`src/rtl/bip_pkg.sv`:
```
// bip_pkg: opcodes, FSM states and datapath select encodings shared by the control unit.
package bip_pkg;
  localparam logic [4:0] HLT  = 5'b00000;
  localparam logic [4:0] STO  = 5'b00001;
  localparam logic [4:0] LD   = 5'b00010;
  localparam logic [4:0] LDI  = 5'b00011;
  localparam logic [4:0] ADD  = 5'b00100;
  localparam logic [4:0] ADDI = 5'b00101;
  localparam logic [4:0] SUB  = 5'b00110;
  localparam logic [4:0] SUBI = 5'b00111;
  typedef enum logic [1:0] {IDLE, FETCH, EXEC, HALT} state_e;
  localparam logic [1:0] ACC_MEM = 2'b00;
  localparam logic [1:0] ACC_IMM = 2'b01;
  localparam logic [1:0] ACC_ALU = 2'b10;
  localparam logic OP_ADD = 1'b0;
  localparam logic OP_SUB = 1'b1;
endpackage

```
`src/rtl/bip_control_unit_if.sv`:
```
// bip_control_unit_if: program-memory, datapath and data-memory control signals.
// Instr_Count exists only when INSTR_COUNT_EN is defined.
interface bip_control_unit_if #(parameter int addr_bus = 11, parameter int data_size = 16);
  logic                 Run;
  logic [data_size-1:0] Instr;
  logic [addr_bus-1:0]  Pc;
  logic [addr_bus-1:0]  Operand;
  logic [1:0]           Acc_Sel;
  logic                 Op_Sel;
  logic                 Acc_En;
  logic                 Ram_Wr;
  logic                 Ram_Rd;
  logic                 Halted;
`ifdef INSTR_COUNT_EN
  logic [15:0]          Instr_Count;
  modport master (input Run, Instr, output Pc, Operand, Acc_Sel, Op_Sel, Acc_En, Ram_Wr, Ram_Rd, Halted, Instr_Count);
  modport slave (output Run, Instr, input Pc, Operand, Acc_Sel, Op_Sel, Acc_En, Ram_Wr, Ram_Rd, Halted, Instr_Count);
`else
  modport master (input Run, Instr, output Pc, Operand, Acc_Sel, Op_Sel, Acc_En, Ram_Wr, Ram_Rd, Halted);
  modport slave (output Run, Instr, input Pc, Operand, Acc_Sel, Op_Sel, Acc_En, Ram_Wr, Ram_Rd, Halted);
`endif
endinterface

```
`src/rtl/bip_pc.sv`:
```
// bip_pc: program counter with synchronous reset and increment enable; wraps naturally at 2**addr_bus.
module bip_pc #(parameter int addr_bus = 11) (
  input  logic                Clk,
  input  logic                Reset,
  input  logic                en_i,
  output logic [addr_bus-1:0] pc_o
);
  logic [addr_bus-1:0] pc_q, pc_d;
  always_comb pc_d = en_i ? pc_q + 1'b1 : pc_q;
  always_ff @(posedge Clk) pc_q <= Reset ? '0 : pc_d;
  assign pc_o = pc_q;
endmodule

```
`src/rtl/bip_control_unit.sv`:
```
// bip_control_unit: two-cycle fetch/execute sequencer for the accumulator processor.
// Optional INSTR_COUNT_EN adds a saturating executed-instruction counter.
module bip_control_unit
  import bip_pkg::*;
#(
  parameter int addr_bus  = 11,
  parameter int data_size = 16
) (
  input logic Clk,
  input logic Reset,
  bip_control_unit_if.master bus
);
  state_e state_q, state_d;
  logic [data_size-1:0] ir_q, ir_d;
  logic [4:0] opc;
  logic live, pc_en;
  assign opc = ir_q[data_size-1 -: 5];
  // Strobes are masked while Reset is high so a reset landing on EXEC issues nothing.
  assign live  = state_q == EXEC && !Reset;
  assign pc_en = state_q == EXEC && opc != HLT;
  always_comb begin
    ir_d    = state_q == FETCH ? bus.Instr : ir_q;
    state_d = state_q == IDLE  ? (bus.Run ? FETCH : IDLE) :
              state_q == FETCH ? EXEC :
              state_q == EXEC  ? (opc == HLT ? HALT : FETCH) : HALT;
  end
  always_ff @(posedge Clk) begin
    state_q <= Reset ? IDLE : state_d;
    ir_q    <= Reset ? '0 : ir_d;
  end
  bip_pc #(.addr_bus(addr_bus)) u_pc (.Clk(Clk), .Reset(Reset), .en_i(pc_en), .pc_o(bus.Pc));
  always_comb begin
    bus.Ram_Wr  = live && opc == STO;
    bus.Ram_Rd  = live && (opc == LD || opc == ADD || opc == SUB);
    bus.Acc_En  = live && opc >= LD && opc <= SUBI;
    bus.Acc_Sel = !live ? ACC_MEM : opc == LDI ? ACC_IMM : (opc >= ADD && opc <= SUBI) ? ACC_ALU : ACC_MEM;
    bus.Op_Sel  = live && (opc == SUB || opc == SUBI) ? OP_SUB : OP_ADD;
  end
  assign bus.Operand = ir_q[addr_bus-1:0];
  assign bus.Halted  = state_q == HALT;
`ifdef INSTR_COUNT_EN
  logic [15:0] cnt_q, cnt_d;
  always_comb cnt_d = (state_q == EXEC && cnt_q != 16'hFFFF) ? cnt_q + 16'd1 : cnt_q;
  always_ff @(posedge Clk) cnt_q <= Reset ? '0 : cnt_d;
  assign bus.Instr_Count = cnt_q;
`endif
endmodule

```
`src/flat_wrapper.sv`:
```
// flat-port wrapper written by rule: the top's interface ports become plain ports
module bip_control_unit_flat import bip_pkg::*;
#(
  parameter int addr_bus  = 11,
  parameter int data_size = 16
)
  (Clk, Reset, bus_Run, bus_Instr, bus_Pc, bus_Operand, bus_Acc_Sel, bus_Op_Sel, bus_Acc_En, bus_Ram_Wr, bus_Ram_Rd, bus_Halted);
  bip_control_unit_if #(.addr_bus(addr_bus), .data_size(data_size)) bus_i ();
  input logic Clk;
  input logic Reset;
  input wire logic [$bits(bus_i.Run)-1:0] bus_Run;
  input wire logic [$bits(bus_i.Instr)-1:0] bus_Instr;
  output wire logic [$bits(bus_i.Pc)-1:0] bus_Pc;
  output wire logic [$bits(bus_i.Operand)-1:0] bus_Operand;
  output wire logic [$bits(bus_i.Acc_Sel)-1:0] bus_Acc_Sel;
  output wire logic [$bits(bus_i.Op_Sel)-1:0] bus_Op_Sel;
  output wire logic [$bits(bus_i.Acc_En)-1:0] bus_Acc_En;
  output wire logic [$bits(bus_i.Ram_Wr)-1:0] bus_Ram_Wr;
  output wire logic [$bits(bus_i.Ram_Rd)-1:0] bus_Ram_Rd;
  output wire logic [$bits(bus_i.Halted)-1:0] bus_Halted;
  assign bus_i.Run = bus_Run;
  assign bus_i.Instr = bus_Instr;
  assign bus_Pc = bus_i.Pc;
  assign bus_Operand = bus_i.Operand;
  assign bus_Acc_Sel = bus_i.Acc_Sel;
  assign bus_Op_Sel = bus_i.Op_Sel;
  assign bus_Acc_En = bus_i.Acc_En;
  assign bus_Ram_Wr = bus_i.Ram_Wr;
  assign bus_Ram_Rd = bus_i.Ram_Rd;
  assign bus_Halted = bus_i.Halted;
  bip_control_unit #(.addr_bus(addr_bus), .data_size(data_size)) u_core (.Clk(Clk), .Reset(Reset), .bus(bus_i));
endmodule
```
`config.mk`:
```
export PLATFORM = sky130hd
export DESIGN_NAME = bip_control_unit_flat
export DESIGN_NICKNAME = d
export VERILOG_FILES = /design/src/rtl/bip_pkg.sv /design/src/rtl/bip_control_unit_if.sv /design/src/rtl/bip_pc.sv /design/src/rtl/bip_control_unit.sv /design/src/flat_wrapper.sv
export SDC_FILE = /design/constraint.sdc
export NUM_CORES = 1
export LEC_CHECK = 0
export ABC_AREA = 1
export CORE_AREA = 4 4 59 61
export CTS_BUF_LIST = sky130_fd_sc_hd__clkbuf_8 sky130_fd_sc_hd__clkbuf_16
export DETAILED_ROUTE_END_ITERATION = 7
export DIE_AREA = 0 0 63 65
export GPL_TIMING_DRIVEN = 0
export PLACE_DENSITY = 0.93
export SYNTH_ARGS = -nofsm -noshare
export SYNTH_HDL_FRONTEND = slang
export SYNTH_SLANG_ARGS = --single-unit
```
`constraint.sdc`:
```
create_clock -name Clk -period 2.8 [get_ports Clk]
set_input_delay 0.28 -clock Clk [delete_from_list [all_inputs] [get_ports Clk]]
set_output_delay 0.28 -clock Clk [all_outputs]
set_load 0.03 [all_outputs]
```
==> results of run 1 <==
[cells by family after synthesis]
kind of cell,count (synthesis),share of synthesized area [%]
and+or+nand+nor,89,29.37
buffers and inverters,37,13.87
AOI/OAI and AO/OA,35,13.42
DFF,29,41.80
xor gates and xnor gates,1,0.6307
adders and majority gates,1,0.9008
[where the power goes]
group | switching [mW] | internal (mW)
Combinational | 0.127 | 0.110
Sequential | 0.0196 | 0.442
Clock | 0.162 | 0.222
Total | 0.308 | 0.773
[metal layers]
metal	share of wire, %	track usage, %	wire [um]
met1	41	17.96	1336
met2	51	32.28	1683
met3	5.2	6.066	171
met4	2.5	10.74	82
met5	0	0	0
[through the flow]
step	hold slack [ns]	util, %	setup WS (ns)
final	0.4828	67.23	0.4557
after global routing	0.5078	67.23	0.3310
after CTS	0.4886	67.23	0.4699
after detailed placement	0.4742	63.82	0.4810
after global placement	0.4621	63.82	0.4764
after floorplan	0.3424	-	0.9622
[state kept, by name, indices dropped and copies added (netlist names)]
register / count
u_core.u_pc.pc_o: 11
u_core.state_q: 2
u_core.ir_q: 16
[path summary, 6_finish.rpt]
path                            slack [ns]                              from                               end
worst min register to register        0.48       u_core.ir_q[5]$_SDFFE_PP0P_       u_core.ir_q[5]$_SDFFE_PP0P_
worst max-delay path                  0.46                             Reset                        bus_Ram_Rd
worst max register to register        1.41  u_core.u_pc.pc_o[1]$_SDFFE_PP0P_  u_core.u_pc.pc_o[8]$_SDFFE_PP0P_
worst min-delay path                  0.48       u_core.ir_q[5]$_SDFFE_PP0P_       u_core.ir_q[5]$_SDFFE_PP0P_
[layout by cell type, fill, tap and decap left out]
cell type        netlist  layout
a21oi_1                8       8
a21oi_2                3       3
buf_2                  4       4
buf_4                 11      11
buf_6                  1       1
clkbuf_1               2       2
clkbuf_8               0       7
clkdlybuf4s50_1        0      47
clkinv_2               0       1
dfxtp_1               29      29
ha_1                   1       1
inv_1                 17      17
inv_2                  2       2
nand2_1               22      22
nand2_2                2       2
nand2_4                1       1
nand3_1                4       4
nand3_2                1       1
nand3_4                1       1
nand4_1                4       4
nor2_1                46      46
nor2_2                 2       2
nor2_4                 2       2
nor3_1                 3       3
nor4_1                 1       1
o21ai_0               22      22
o21ai_1                2       2
xnor2_1                1       1
[layout make-up]
cell class / instances / area share, %
buffer: 18 / 6.062
multi-input combinational: 126 / 30.75
timing repair buffer: 47 / 23.50
sequential: 29 / 29.00
inverter: 19 / 3.562
clock buffer: 7 / 4.812
clock inverter: 1 / 0.2500
tap: 33 / 2.063
[worst reg2reg max path, cell delays in order (launching register included)]
cell	delay [ns]
dfxtp_1	0.39
ha_1	0.24
nand3_1	0.14
nor2_1	0.14
nand3_1	0.14
o21ai_0	0.18
nor2_1	0.06
==> impl_results.md, run 1 <==
- Critical path depth in cells: 6
- Grt ovf: 0
- Placeable Area: 0.002978 sq mm
- Critical path required time: 2.52 ns
- Slew Limit Fails: 0
- Reg2reg path depth: 6
- Drt via density: 4.864
- Initial antenna violation count: 0
- Critical path startpoint category: primary input
- Die area: 0.004095 sq mm
- RSZ-0062 raised after global routing: false
- Crit path DAT: 2.06 ns
- Row count: 20
- CP Class: in2out
- Total routed wirelength: 3.273 mm
- DR iter-0 viols: 42
- Count leader, synth: nor2_1
- Vias in the first global route: 1387
- Max Cap Viol: 0
- Final TNS setup: 0 ns
- IO Count: 48
- Slowest cell delay on critical path: 0.71 ns
- Worst Tran Pin Value: 0.4021 ns
- CP Max Fanout: 10
- Initial DRT Pass Iterations: 4
- Leading area contributor after synthesis: dfxtp_1
- Design Area, Final: 0.002002 sq mm
- Layout Nets: 266
- Gpl congestion: 0.7781
- Routed wire per std cell: 11.69 um
- Post-cts sizing count: 0
- Root buf cell: clkbuf_8
- Yosys top cell area share: 41.80%
- Mapped cell area: 0.001389 sq mm
- Post-layout min period: 2.344 ns
- CTS tree: done
- Final Skew: 0.003438 ns
- Fill cells: 237
- Sequential share of the synthesized area: 41.80%
- Distinct cell type count after synthesis: 25
- Area Overhead vs Synth: 44.14%
- Clk Latency, worst-skew pair: 0.29 ns
- Crit path max-delay family: buffers and inverters
- Largest net degree at the start of global routing: 11
- DP HPWL: 2.455 mm
- Worst vdd ir: 0.3389 mV
- Crit-path slowest cell: clkdlybuf4s50_1
- H-Tree Depth: 2
- Crit end category: output port
- Post-route ant nets: 0
- Post-layout total power: 1.082 mW
- Hold crit path type: reg2reg
- Fraction of layout cells with a size suffix above 1: 15.38%
- GRT Total Usage: 17.99%
- Final Non-Filler Cells: 280
- Antenna cells: 0
- Syn Area/Cell: 7.234 sq um
- Status: complete, no violations
- First-pass GRT wire length: 5.651 mm
- Die Y: 65 um
- Yosys warns: 0
- CTS max path bufs: 2
- Sequential standard cell area: 580.6 sq um
- Main synth FF type: dfxtp_1
- Pleak: 0.8000 nW
- Most instantiated cells after synthesis: nor2_1 (46), dfxtp_1 (29), nand2_1 (22), o21ai_0 (22), inv_1 (17)
- Critical path buffers and inverters: 4
- Area of the multi-input gates: 615.6 sq um
- Number of synthesized flops with an enable pin: 0
- Num Clock Sinks: 29
- Crit share post-route: 83.73%
- Hold path cells: 2
- Hold Vio Cnt, Final: 0
- Worst slew margin: 73.20%
- PwrDens: 540.4 mW/mm^2
- # Post-CTS Setup Buffers: 0
- Placed instance count: 272
- Starting Density: 46.64%
- Vias: 1362
- DIE WIDTH: 63 um
- Syn Nets: 212
- #FFs+latches synth: 29
- Number of buffers created by CTS: 5
- Post-Place Cell Area: 0.001901 sq mm
- Largest cells by area after synthesis: dfxtp_1 (42%), nor2_1 (12%), o21ai_0 (7.9%), buf_4 (5.9%), nand2_1 (5.9%)
- Cells along the critical path: clkdlybuf4s50_1 -> inv_1 -> buf_2 -> nand2_1 -> nor3_1 -> clkdlybuf4s50_1
- Synth Instances: 192
- I/O Buffers: 47
- Worst path most repeated cell: clkdlybuf4s50_1
- Setup Viol. Count Final: 0
- Max frequency: 426.6 MHz
- Clk pin slew, worst setup/hold paths: 0.06 ns
- CTS Hold Buffers Added: 0
- Async set or reset register ratio after synthesis: 0%
- Drc violations: 0
Power figures use the tool's default switching activity.
==> run 2, diff against run 1 <==
CORE_AREA = 4 4 64 66   (was 4 4 59 61)
DIE_AREA = 0 0 68 70   (was 0 0 63 65)
PLACE_DENSITY = 0.85   (was 0.93)
clock period = 2.1 ns   (was 2.8 ns; I/O delays follow)
==> run 2 against run 1 <==
  * Clock-buffer cell count is 1 lower
  * Die area is 16% higher
  * Largest cell class unchanged
  * Via count is 0.51% lower
  * Critical endpoint unchanged
  * Critical path depth stayed put
  * Sequential cell count stayed put
  * Global-route usage is 3.6 points lower
  * Core utilization is 10 points lower
  * Total power is 40% higher
  * Cell count is 5.4% higher
  * Register-to-register slack worse by 0.68 ns
  * Worst setup slack worse by 0.26 ns
==> impl_results.md, run 2 (same netlist as run 1, synthesis figures left out) <==
- DP HPWL: 2.361 mm (-3.8%)
- CTS Hold Buffers Added: 0 (unchanged)
- CTS tree: done
- Worst Tran Pin Value: 0.3642 ns (-0.03786 ns)
- Worst vdd ir: 0.4939 mV (+46%)
- GRT Total Usage: 14.40% (-3.6 points)
- Worst Hold Path EP: u_core.ir_q[8]$_SDFFE_PP0P_
- Clk pin slew, worst setup/hold paths: 0.06 ns (about the same)
- Commonest non-fill, non-tap cells in the layout: nor2_1 (46), clkdlybuf4s50_1 (41), dfxtp_1 (29)
- Clk Latency, worst-skew pair: 0.28 ns (about the same)
- Final Skew: 0.007654 ns (+0.004216 ns)
- Post-layout min period: 1.902 ns
- Max reg flops: 16 (unchanged)
- Reg2Reg Launch Point: u_core.u_pc.pc_o[1]$_SDFFE_PP0P_
- Max frequency: 525.8 MHz
- Root buf cell: clkbuf_8
- Hold path cells: 2 (unchanged)
- Grt ovf: 0 (unchanged)
- Biggest register: u_core.ir_q
- Post-route ant nets: 0 (unchanged)
- Hold Vio Cnt, Final: 0 (unchanged)
- Crit share post-route: 90.57%
- Final Non-Filler Cells: 295 (+5.4%)
- Placed instance count: 287 (+5.5%)
- Num Clock Sinks: 29 (unchanged)
- Placeable Area: 0.003578 sq mm (+20%)
- Initial antenna violation count: 0 (unchanged)
- Number of buffers created by CTS: 5 (unchanged)
- Largest net degree at the start of global routing: 11 (unchanged)
- DR iter-0 viols: 53 (+26%)
- Critical path startpoint category: primary input
- Area Overhead vs Synth: 46.58%
- Initial DRT Pass Iterations: 4 (unchanged)
- Die Y: 70 um (+7.7%)
- Drt via density: 4.593 (-5.6%)
- Die area: 0.004760 sq mm (+16%)
- Hold crit path type: reg2reg
- Crit path DAT: 1.69 ns (-0.37 ns)
- DIE WIDTH: 68 um (+7.9%)
- Place WS: -0.08968 ns (-0.5707 ns)
- Reg2reg path depth: 6 (unchanged)
- Drc violations: 0 (unchanged)
- Starting Density: 38.81% (-7.8 points)
- Total routed wirelength: 3.141 mm (-4.0%)
- Fraction of layout cells with a size suffix above 1: 14.98% (-0.40 points)
- Pleak: 0.8649 nW (+8.1%)
- CP Max Fanout: 10 (unchanged)
- CTS max path bufs: 2 (unchanged)
- Antenna cells: 0 (unchanged)
- IO Count: 48 (unchanged)
- Commonest non-fill, non-tap cell in the layout: nor2_1
- Crit end category: output port
- Max Cap Viol: 0 (unchanged)
- Setup Viol. Count Final: 0 (unchanged)
- RSZ-0062 raised after global routing: false
- Slew Limit Fails: 0 (unchanged)
- Hold Startpoint: u_core.ir_q[8]$_SDFFE_PP0P_
- Routed wire per std cell: 10.65 um (-8.9%)
- Vias: 1355 (-0.51%)
- Fill cells: 350 (+48%)
- R2r setup slk: 0.73 ns (-0.68 ns)
- CP Class: in2out
- First-pass GRT wire length: 5.250 mm (-7.1%)
- H-Tree Depth: 2 (unchanged)
- Worst slew margin: 75.72% (+2.5 points)
- PwrDens: 744.8 mW/mm^2 (+38%)
- Vias in the first global route: 1230 (-11%)
- RR Endpoint: u_core.u_pc.pc_o[8]$_SDFFE_PP0P_
- Row count: 22 (+10%)
- I/O Buffers: 47 (unchanged)
- Layout Nets: 266 (unchanged)
- Gpl congestion: 0.7966 (+2.4%)
- Final worst setup slack: 0.1980 ns (-0.2577 ns)
- Status: complete, no violations
- Critical path required time: 1.89 ns (-0.63 ns)
==> run 2: cell count changes in the layout (fill, tap and decap cells not counted) <==
cell | before | now
bufinv_16 | 0 | 1
clkbuf_8 | 7 | 6
clkdlybuf4s50_1 | 47 | 41
clkinv_2 | 1 | 0
dlygate4sd2_1 | 0 | 4
dlymetal6s2s_1 | 0 | 2
inv_1 | 17 | 18
==> run 2: area by class of cell <==
cell class                      instances  area, sq um  area share [%]
Multi-Input combinational cell        126        615.6           30.24
Buffer                                 18        121.4           5.962
Sequential cell                        29        580.6           28.52
Tap cell                               48        60.06           2.950
Clock buffer                            6        82.58           4.057
Clock inverter                          2        33.78           1.659
Timing Repair Buffer                   47        470.5           23.11
Inverter                               19        71.32           3.503
==> run 2: worst max path at each step <==
stage	from	end	slack [ns]	depth (start not counted)
final	Reset	bus_Ram_Rd	0.20	6
after global routing	Reset	bus_Ram_Rd	0.06	6
after CTS	Reset	bus_Ram_Wr	0.01	6
after detailed placement	Reset	bus_Op_Sel	-0.09	6
after global placement	Reset	bus_Op_Sel	-0.08	6
after floorplan	u_core.state_q[1]$_SDFF_PP0_	bus_Op_Sel	0.33	4
==> run 2: where the power goes <==
part / switching, mW / internal, mW / total (mW)
Clock: 0.207 / 0.381 / 0.588
Sequential: 0.0259 / 0.589 / 0.615
Combinational: 0.167 / 0.146 / 0.313
==> run 2: routing by layer <==
metal,vias up,global-route usage [%],share of wire [%]
met5,-,0,0
li1,709,-,-
met3,5,5.466,7.1
met2,33,23.45,49
met4,0,4.857,1.3
met1,608,16.95,43
==> run 2: timing repair <==
item / in CTS / in global routing
setup buffers: 0 / 0
setup endpoints to repair: 4 / 2
resized for setup: 4 / 2
==> run 2: per-stage QoR <==
| stage | setup TNS [ns] | instance area [sq um] | power [mW] | util [%] | hold slack [ns] |
|---|---|---|---|---|---|
| floorplan | 0 | 1389 | 0.8303 | - | 0.2724 |
| global placement | -0.1907 | 1919 | 0.9358 | 53.64 | 0.4648 |
| detailed placement | -0.2513 | 1919 | 0.9422 | 53.64 | 0.4755 |
| CTS | 0 | 2031 | 1.535 | 56.75 | 0.4905 |
| global route | 0 | 2036 | 1.599 | 56.89 | 0.5125 |
| finish | 0 | 2036 | 1.516 | 56.89 | 0.4819 |
==> run 2: worst max-delay path, cell delays in order <==
cell and delay, ns:
clkdlybuf4s50_1 0.45, inv_1 0.08, buf_2 0.19, nand2_1 0.12, nor3_1 0.19, dlygate4sd2_1 0.44
==> run 3, diff against run 2 <==
CTS_BUF_LIST = not set   (was sky130_fd_sc_hd__clkbuf_8 sky130_fd_sc_hd__clkbuf_16)
clock period = 1.59 ns   (was 2.1 ns; I/O delays follow)
==> run 3 against run 2 <==
  * Combinational power is 31% higher
  * Cell count is 0.34% higher
  * Critical endpoint is now bus_Op_Sel
  * Die area did not move
  * Final area fell by 2.6%
  * Clock skew is 0.0020 ns lower
  * Non-clock buffer count rose by 1
  * Wire length up 1.7%
  * Global-route usage rose by 0.69 points
  * Core utilization is 1.5 points lower
  * First-iteration DRC count grew 1.9%
  * Largest cell class unchanged
  * Critical path type unchanged
==> impl_results.md, run 3 (same netlist as run 1, synthesis figures left out) <==
- Net switching power figure: 0.5283 mW (+32%)
- Num Clock Sinks: 29 (unchanged)
- Biggest register: u_core.ir_q
- Number of buffers created by CTS: 5 (unchanged)
- Hold crit path type: in2reg
- Total routed wirelength: 3.194 mm (+1.7%)
- Slew Limit Fails: 0 (unchanged)
- Largest net degree at the start of global routing: 11 (unchanged)
- Area Overhead vs Synth: 42.70%
- Post-layout min period: 1.553 ns
- Post-route ant nets: 0 (unchanged)
- Commonest non-fill, non-tap cell in the layout: nor2_1
- IO Count: 48 (unchanged)
- Hold_ws: 0.4366 ns (-0.04527 ns)
- PwrDens: 832.6 mW/mm^2 (+12%)
- DIE WIDTH: 68 um (unchanged)
- Die area: 0.004760 sq mm (unchanged)
- H-Tree Depth: 2 (unchanged)
- Worst slew margin: 75.26% (-0.46 points)
- Root buf cell: clkbuf_4
- Max reg flops: 16 (unchanged)
- Max Cap Viol: 0 (unchanged)
- DP HPWL: 2.399 mm (+1.6%)
- Hold path cells: 3 (+1)
- Setup Viol. Count Final: 0 (unchanged)
- Post-layout total power: 1.650 mW (+8.8%)
- Routed wire per std cell: 10.79 um (+1.3%)
- Grt ovf: 0 (unchanged)
- Worst vdd ir: 0.5455 mV (+10%)
- Clock share of power: 25.9% (-13 points)
- Pint: 1.122 mW (+0.51%)
- Vias in the first global route: 1312 (+6.7%)
- Crit path DAT: 1.39 ns (-0.30 ns)
- Crit share post-route: 97.65%
- Placeable Area: 0.003578 sq mm (unchanged)
- Flop pwr share: 49.2% (+8.7 points)
- Reg2reg path depth: 6 (unchanged)
- Critical path depth in cells: 6 (unchanged)
- CTS Hold Buffers Added: 0 (unchanged)
- Antenna cells: 0 (unchanged)
- Vias: 1368 (+0.96%)
- CP Max Fanout: 10 (unchanged)
- Clk pin slew, worst setup/hold paths: 0.09 ns (+0.03 ns)
- Initial antenna violation count: 0 (unchanged)
- Fin util: 55.38% (-1.5 points)
- Reg2Reg Launch Point: u_core.u_pc.pc_o[1]$_SDFFE_PP0P_
- Gpl congestion: 0.8132 (+2.1%)
- Drc violations: 0 (unchanged)
- R2r setup slk: 0.24 ns (-0.49 ns)
- Row count: 22 (unchanged)
- Crit path capture: bus_Op_Sel
- Critical path buffers and inverters: 4 (unchanged)
- Drt via density: 4.622 (+0.62%)
- Max frequency: 644.0 MHz
- Slowest cell delay on critical path: 0.47 ns (+0.02 ns)
- Critical path startpoint category: primary input
- Crit-path slowest cell: clkdlybuf4s50_1
- RR Endpoint: u_core.u_pc.pc_o[8]$_SDFFE_PP0P_
- Commonest non-fill, non-tap cells in the layout: nor2_1 (46), dfxtp_1 (28), o21ai_0 (22)
- Pleak: 0.9168 nW (+6.0%)
- Fraction of layout cells with a size suffix above 1: 20.16% (+5.2 points)
- Critical path required time: 1.43 ns (-0.46 ns)
- Final Non-Filler Cells: 296 (+0.34%)
- Fill cells: 358 (+2.3%)
- First-pass GRT wire length: 5.520 mm (+5.1%)
- Crit end category: output port
- CP Class: in2out
- Crit path max-delay family: buffers and inverters
- RSZ-0062 raised after global routing: true
- Initial DRT Pass Iterations: 4 (unchanged)
- GRT Total Usage: 15.09% (+0.69 points)
- Final Skew: 0.005662 ns (-0.001992 ns)
- Layout Nets: 267 (+0.38%)
- Starting Density: 38.81% (unchanged)
- Hold Vio Cnt, Final: 0 (unchanged)
- CTS max path bufs: 2 (unchanged)
- Worst Tran Pin Value: 0.3711 ns (+0.006902 ns)
- CTS tree: done
- DR iter-0 viols: 54 (+1.9%)
- Die Y: 70 um (unchanged)
- Crit path from: Reset
- Cells along the critical path: clkdlybuf4s50_1 -> inv_1 -> buf_4 -> nand2_4 -> nor4_4 -> buf_6
- Sw frac: 32.02% (+5.6 points)
- Logic pwr share: 24.9% (+4.2 points)
- Clk Latency, worst-skew pair: 0.33 ns (+0.05 ns)
- Placed instance count: 287 (unchanged)
- I/O Buffers: 47 (unchanged)
- Status: complete, no violations
==> run 3: changes by cell type in the layout (fill, tap and decap cells not counted), sizes merged <==
cell	before	now
dlymetal6s2s	2	1
clkdlybuf4s50	41	19
inv	20	19
bufinv	1	0
clkinv	0	2
buf	16	23
dlygate4sd2	4	21
==> run 3: worst register-to-register path: stages, from the launching register on <==
cell	delay, ns
dfxtp_1	0.39
ha_1	0.23
nand3_1	0.15
nor2_1	0.11
nand3_1	0.13
o21ai_0	0.19
nor2_1	0.05
==> run 3: power groups by stage <==
stage          Clock [mW]  Sequential [mW]  Combinational (mW)
2_1_floorplan           0            0.830               0.268
3_3_place_gp            0            0.825               0.413
3_5_place_dp            0            0.827               0.422
4_1_cts             0.442            0.811               0.402
5_1_grt             0.471            0.818               0.451
6_report            0.428            0.811               0.411
==> run 3: worst min path at each step <==
stage,start,to,slack (ns)
floorplan,Reset,u_core.u_pc.pc_o[4]$_SDFFE_PP0P_,0.22
global placement,u_core.ir_q[9]$_SDFFE_PP0P_,u_core.ir_q[9]$_SDFFE_PP0P_,0.46
detailed placement,u_core.ir_q[10]$_SDFFE_PP0P_,u_core.ir_q[10]$_SDFFE_PP0P_,0.47
CTS,Reset,u_core.u_pc.pc_o[4]$_SDFFE_PP0P_,0.41
global route,bus_Instr[9],u_core.ir_q[9]$_SDFFE_PP0P_,0.44
finish,bus_Instr[12],u_core.ir_q[12]$_SDFFE_PP0P_,0.44
==> run 3: layer usage <==
metal | up-vias | wire [um] | global-route usage [%]
li1 | 709 | - | -
met1 | 609 | 1363 | 17.37
met2 | 42 | 1518 | 24.30
met3 | 8 | 232 | 4.662
met4 | 0 | 79 | 7.947
met5 | - | 0 | 0
==> run 3: through the flow <==
stage          cell area (sq um)  TNS, ns  setup WS (ns)
2_1_floorplan               1395        0        0.06718
4_1_cts                     1937        0        0.01302
5_1_grt                     1982  -0.1028       -0.04799
3_3_place_gp                1926   -2.801        -0.5237
3_5_place_dp                1926   -2.902        -0.5314
6_report                    1982        0        0.03729
==> run 3: final cells by class <==
cell class,count,area [sq um],share of cell area (%)
Multi-Input combinational cell,126,653.1,32.95
Buffer,18,123.9,6.250
Sequential cell,29,581.8,29.36
Inverter,19,71.32,3.598
Clock inverter,2,10.01,0.5051
Clock buffer,6,41.29,2.083
Tap cell,48,60.06,3.030
Timing Repair Buffer,48,440.4,22.22
==> run 3: repair_timing <==
| item | in CTS | in global routing |
|---|---|---|
| setup buffers | 0 | 1 |
| setup endpoints to repair | 27 | 7 |
| resized for setup | 61 | 12 |
| pin swaps | 0 | 4 |
